$ cat src/rtl/rf_pkg.sv
// Shared widths and state/grant types for the register-file writeback arbiter.
package rf_pkg;

    localparam int unsigned XLEN = 32;
    localparam int unsigned NREG = 32;
    localparam int unsigned AW   = 5;

    typedef enum logic {CLEAR, RUN} rf_arb_state_t;
    typedef enum logic {GNT_A, GNT_B} rf_gnt_t;

endpackage

$ cat src/rtl/rf_wb_arbiter_if.sv
// Writeback requester handshakes plus the register-file write port.
interface rf_wb_arbiter_if;
    import rf_pkg::*;

    logic            a_valid;
    logic            a_ready;
    logic [AW-1:0]   a_addr;
    logic [XLEN-1:0] a_data;
    logic            b_valid;
    logic            b_ready;
    logic [AW-1:0]   b_addr;
    logic [XLEN-1:0] b_data;
    logic            rf_wr_en;
    logic [AW-1:0]   rf_wr_addr;
    logic [XLEN-1:0] rf_wr_data;
    logic            init_done;

    // Requester/observer side
    modport master (
        output a_valid, a_addr, a_data, b_valid, b_addr, b_data,
        input  a_ready, b_ready, rf_wr_en, rf_wr_addr, rf_wr_data, init_done
    );

    // Arbiter side
    modport slave (
        input  a_valid, a_addr, a_data, b_valid, b_addr, b_data,
        output a_ready, b_ready, rf_wr_en, rf_wr_addr, rf_wr_data, init_done
    );

endinterface

$ cat src/rtl/rr_arb2.sv
// Combinational 2-way round-robin arbiter; gnt[0]=A, gnt[1]=B, one-hot or zero.
module rr_arb2
    import rf_pkg::*;
(
    input  logic [1:0] req,
    input  rf_gnt_t    last,
    input  logic       en,
    output logic [1:0] gnt
);

    always_comb begin
        gnt = 2'b00;
        if (en) begin
            unique case (req)
                2'b01:   gnt = 2'b01;
                2'b10:   gnt = 2'b10;
                // On a tie, favour whoever did not win last time
                2'b11:   gnt = (last == GNT_A) ? 2'b10 : 2'b01;
                default: gnt = 2'b00;
            endcase
        end
    end

endmodule

$ cat src/rtl/rf_wb_arbiter.sv
// Owns the register-file write port: clears x1..x31 after reset, then
// round-robins writebacks from the ALU (A) and load unit (B).
module rf_wb_arbiter
    import rf_pkg::*;
(
    input logic            clk,
    input logic            rst_n,
    rf_wb_arbiter_if.slave bus
);

    rf_arb_state_t   state_q, state_d;
    logic [AW-1:0]   clr_cnt_q, clr_cnt_d;
    rf_gnt_t         last_q, last_d;
    logic            wr_en_q, wr_en_d;
    logic [AW-1:0]   wr_addr_q, wr_addr_d;
    logic [XLEN-1:0] wr_data_q, wr_data_d;
    logic            init_done_q, init_done_d;

    logic [1:0]      gnt;
    logic [AW-1:0]   sel_addr;
    logic [XLEN-1:0] sel_data;

    rr_arb2 u_rr_arb2 (
        .req  ({bus.b_valid, bus.a_valid}),
        .last (last_q),
        .en   (state_q == RUN),
        .gnt  (gnt)
    );

    assign bus.a_ready    = gnt[0];
    assign bus.b_ready    = gnt[1];
    assign bus.rf_wr_en   = wr_en_q;
    assign bus.rf_wr_addr = wr_addr_q;
    assign bus.rf_wr_data = wr_data_q;
    assign bus.init_done  = init_done_q;

    assign sel_addr = gnt[1] ? bus.b_addr : bus.a_addr;
    assign sel_data = gnt[1] ? bus.b_data : bus.a_data;

    always_comb begin
        state_d     = state_q;
        clr_cnt_d   = clr_cnt_q;
        last_d      = last_q;
        wr_en_d     = 1'b0;
        wr_addr_d   = wr_addr_q;
        wr_data_d   = wr_data_q;
        init_done_d = init_done_q;
        unique case (state_q)
            CLEAR: begin
                wr_en_d   = 1'b1;
                wr_addr_d = clr_cnt_q;
                wr_data_d = '0;
                clr_cnt_d = clr_cnt_q + AW'(1);
                if (clr_cnt_q == AW'(NREG - 1)) begin
                    state_d     = RUN;
                    init_done_d = 1'b1;
                end
            end
            RUN: begin
                if (|gnt) begin
                    last_d = gnt[1] ? GNT_B : GNT_A;
                    // x0 writes are accepted but never reach the array
                    if (sel_addr != '0) begin
                        wr_en_d   = 1'b1;
                        wr_addr_d = sel_addr;
                        wr_data_d = sel_data;
                    end
                end
            end
            default: ;
        endcase
    end

    always_ff @(posedge clk or negedge rst_n) begin
        if (!rst_n) begin
            state_q     <= CLEAR;
            clr_cnt_q   <= AW'(1);
            last_q      <= GNT_B;
            wr_en_q     <= 1'b0;
            wr_addr_q   <= '0;
            wr_data_q   <= '0;
            init_done_q <= 1'b0;
        end else begin
            state_q     <= state_d;
            clr_cnt_q   <= clr_cnt_d;
            last_q      <= last_d;
            wr_en_q     <= wr_en_d;
            wr_addr_q   <= wr_addr_d;
            wr_data_q   <= wr_data_d;
            init_done_q <= init_done_d;
        end
    end

endmodule

$ cat src/flat_wrapper.sv
// flat-port wrapper written by rule: the top's interface ports become plain ports
module rf_wb_arbiter_flat import rf_pkg::*;
  (clk, rst_n, bus_a_valid, bus_a_addr, bus_a_data, bus_b_valid, bus_b_addr, bus_b_data, bus_a_ready, bus_b_ready, bus_rf_wr_en, bus_rf_wr_addr, bus_rf_wr_data, bus_init_done);
  rf_wb_arbiter_if bus_i ();
  input logic clk;
  input logic rst_n;
  input wire logic [$bits(bus_i.a_valid)-1:0] bus_a_valid;
  input wire logic [$bits(bus_i.a_addr)-1:0] bus_a_addr;
  input wire logic [$bits(bus_i.a_data)-1:0] bus_a_data;
  input wire logic [$bits(bus_i.b_valid)-1:0] bus_b_valid;
  input wire logic [$bits(bus_i.b_addr)-1:0] bus_b_addr;
  input wire logic [$bits(bus_i.b_data)-1:0] bus_b_data;
  output wire logic [$bits(bus_i.a_ready)-1:0] bus_a_ready;
  output wire logic [$bits(bus_i.b_ready)-1:0] bus_b_ready;
  output wire logic [$bits(bus_i.rf_wr_en)-1:0] bus_rf_wr_en;
  output wire logic [$bits(bus_i.rf_wr_addr)-1:0] bus_rf_wr_addr;
  output wire logic [$bits(bus_i.rf_wr_data)-1:0] bus_rf_wr_data;
  output wire logic [$bits(bus_i.init_done)-1:0] bus_init_done;
  assign bus_i.a_valid = bus_a_valid;
  assign bus_i.a_addr = bus_a_addr;
  assign bus_i.a_data = bus_a_data;
  assign bus_i.b_valid = bus_b_valid;
  assign bus_i.b_addr = bus_b_addr;
  assign bus_i.b_data = bus_b_data;
  assign bus_a_ready = bus_i.a_ready;
  assign bus_b_ready = bus_i.b_ready;
  assign bus_rf_wr_en = bus_i.rf_wr_en;
  assign bus_rf_wr_addr = bus_i.rf_wr_addr;
  assign bus_rf_wr_data = bus_i.rf_wr_data;
  assign bus_init_done = bus_i.init_done;
  rf_wb_arbiter u_core (.clk(clk), .rst_n(rst_n), .bus(bus_i));
endmodule
$ cat config.mk
export PLATFORM = sky130hd
export DESIGN_NAME = rf_wb_arbiter_flat
export DESIGN_NICKNAME = d
export VERILOG_FILES = /design/src/rtl/rf_pkg.sv /design/src/rtl/rf_wb_arbiter_if.sv /design/src/rtl/rr_arb2.sv /design/src/rtl/rf_wb_arbiter.sv /design/src/flat_wrapper.sv
export SDC_FILE = /design/constraint.sdc
export NUM_CORES = 1
export LEC_CHECK = 0
export ABC_AREA = 1
export CORE_MARGIN = 8
export CORE_UTILIZATION = 42
export CTS_CLUSTER_SIZE = 28
export DETAILED_ROUTE_END_ITERATION = 7
export PLACE_DENSITY = 0.81
export SYNTH_ARGS = -nofsm -noshare
export SYNTH_HDL_FRONTEND = slang
export SYNTH_SLANG_ARGS = --single-unit
$ cat constraint.sdc
create_clock -name clk -period 2.1 [get_ports clk]
set_input_delay 0.21 -clock clk [delete_from_list [all_inputs] [get_ports clk]]
set_output_delay 0.21 -clock clk [all_outputs]
set_load 0.01 [all_outputs]
==> results_dict.tcl <==
set metrics [dict create \
    status "finished, violations left" \
    violations "hold timing" \
    maxSlewViolCount 0 \
    hold_path.class "in2async" \
    core-area_um2 5920 \
    port_buffers 118 \
    synth_area_leaders "dfrtp_1 43%, nand2_1 20%, nand3_1 14%" \
    synth.largest_area_cell "dfrtp_1" \
    grt_overflow 0 \
    antenna_violating_nets_post_route 0 \
    start_util_pct 43.3 \
    synth_most_common_cell "nand2_1" \
    period_needed_ps 2000 \
    grt_pass1_wl_um 13500 \
    wire_per_inst_um 14.8 \
    die_h_um 94.1 \
    diodes 0 \
    viasPerCell 4.99 \
    vdd_drop_max_mv 0.399 \
    synth_cell_type_count 25 \
    hold_slack_ps -8.62 \
    grt_pass1_vias 2779 \
    final_hold_viol_count 10 \
    rows 28 \
    routabilityCongestion 0.838 \
    ys_seq_area_share_pct 45.0 \
    cts_num_sinks 46 \
    setup_violations 0 \
    clk_pin_slew_ps 80 \
    cts_max_path_buffers 2 \
    use_met3_pct 5.60 \
    cts_buffers 5 \
    drcViolationCount 0 \
    clock_latency_ps 290 \
    use_met1_pct 23.7 \
    tightest_slew_ps 786 \
    drtIter0Drc 132 \
    area_growth_pct 54.2 \
    io_pins 119 \
    h-tree-depth 2 \
    cp_max_fo 8 \
    die_width_um 94.1 \
    leakage_nw 1.95 \
    fin_nets 550 \
    p_total_mw 2.69 \
    power_density_nw_per_um2 682 \
    synthFlopType "dfrtp_1" \
    synth_edf_count 0 \
    dr.pass1.iters 5 \
    clock-root-buffer "clkbuf_8" \
    yosysWarnings 0 \
    num_vias 2721 \
    required_ps 1890 \
    dp_hpwl_um 6210 \
    routed_wl_um 8080 \
    ys_ff_latch 46 \
    grt_max_degree 37 \
    timing.setup.tns_ps 0 \
    antenna_found_initial 0 \
    hold_buffers 0 \
    criticalPathCategory "reg2out" \
    async_flop_share_pct 100 \
    crit_chain "nand2_2 > nand3_2 > clkinvlp_4 > clkdlybuf4s50_1" \
    slew_headroom_pct 47.6 \
    seqCellArea_um2 1150 \
    grtUsageMet2_pct 31.0 \
    drive_gt1_share_pct 7.87 \
    busiest_layer "met2" \
    drv_cap 0 \
    finClkSkew_ps 2.37 \
    synth_top_area_share_pct 43.0 \
    multi_input_area_um2 1220 \
    max_stage_delay_ps 550 \
    timing.fmax_mhz 501 \
    syn_area_um2 2560 \
    postLayoutCoreUtil_pct 66.7 \
    finalCritPeriodShare_pct 95.1 \
    critical-path-slowest-cell "dfstp_2" \
    cts_tree "done" \
    syn_area_per_cell_um2 7.24 \
    dieArea_um2 8850 \
    synth_commonest_cells "139 x nand2_1, 74 x nand3_1, 44 x dfrtp_1" \
    crit_path_end_kind "primary output" \
    netlist_instances 354 \
    arrival_ps 1790 \
    start_kind "register" \
    grt_util_all_layers_pct 18.7 \
    num-fill-cells 516 \
    syn_nets 434 \
]
metrics by stage:
step / area, µm² / setup WS (ps) / cells
after global placement: 3790 / 45.4 / 536
final: 3950 / 104 / 545
after global routing: 3950 / -14.3 / 545
after CTS: 3910 / 56.3 / 543
after floorplan: 2560 / 395 / 354
after detailed placement: 3790 / -51.2 / 536
final cells by class:
type                    instances  area share, %
clock buffers                   6           2.09
inverters                      19           1.90
well taps                      75           2.38
clock inverters                 1          0.760
repair buffers                133           32.7
multi-input cells             265           30.9
flip-flops and latches         46           29.2
worst max-delay path: cells and delay by family (launching register included):
| family | cells | cell delay (ps) |
|---|---|---|
| buf+inv | 2 | 670 |
| flops | 1 | 550 |
| simple gates | 2 | 270 |
layout by cell type, fill, tap and decap left out, drive strengths merged, types with 2 or more instances in the layout:
cell / count
a21oi: 10
buf: 16
clkbuf: 6
clkdlybuf4s50: 117
dfrtp: 44
dfstp: 2
ha: 2
inv: 18
nand2: 141
nand3: 76
nand4: 5
nor2: 12
o21ai: 11
xnor2: 2
where the power goes:
part	switching [mW]	total (mW)	internal [mW]
clock network	0.283	0.664	0.381
registers	0.0824	1.11	1.02
logic	0.417	0.923	0.507
sequential cells by signal, summed over array words and instances, names as in the netlist:
signal                 count
u_core.bus.rf_wr_data     32
u_core.state_q             1
u_core.clr_cnt_q           5
u_core.last_q              1
u_core.bus.init_done       1
u_core.bus.rf_wr_addr      5
u_core.bus.rf_wr_en        1
logic make-up (layout without fill, tap and decap cells):
kind of cell | count (synthesis) | count (layout) | share of synthesized area (%)
buffers and inverters | 43 | 159 | 8.11
adder cells (fa/ha/maj) | 2 | 2 | 0.977
AND/OR/NAND/NOR | 236 | 236 | 39.6
AO/OA/AOI/OAI | 24 | 24 | 5.23
XOR/XNOR | 3 | 3 | 1.03
flip-flops | 46 | 46 | 45.0
routing by layer:
| metal | routed length (µm) | up-vias |
|---|---|---|
| met5 | 0 | - |
| li1 | - | 1369 |
| met1 | 3500 | 1240 |
| met2 | 3930 | 106 |
| met3 | 592 | 6 |
| met4 | 53 | 0 |
timing repair:
action	CTS	global route
setup endpoints to repair	0	33
resized for setup	0	7
buffers inserted	0	2
final timing paths:
check                      depth (start not counted)  slack [ps]                               endpoint                              from
setup reg to reg                                  10         160   u_core.bus.rf_wr_data[4]$_DFFE_PN0P_         u_core.last_q$_DFFE_PN1P_
hold reg to reg                                    1         470       u_core.bus.init_done$_DFFE_PN0P_  u_core.bus.init_done$_DFFE_PN0P_
setup / recovery                                   4         100                            bus_b_ready         u_core.last_q$_DFFE_PN1P_
min in group clk                                   1         470       u_core.bus.init_done$_DFFE_PN0P_  u_core.bus.init_done$_DFFE_PN0P_
max in group asynchronous                          2        1500  u_core.bus.rf_wr_data[25]$_DFFE_PN0P_                             rst_n
hold / removal                                     1          -9   u_core.bus.rf_wr_data[7]$_DFFE_PN0P_                             rst_n
Power figures use the tool's default switching activity.
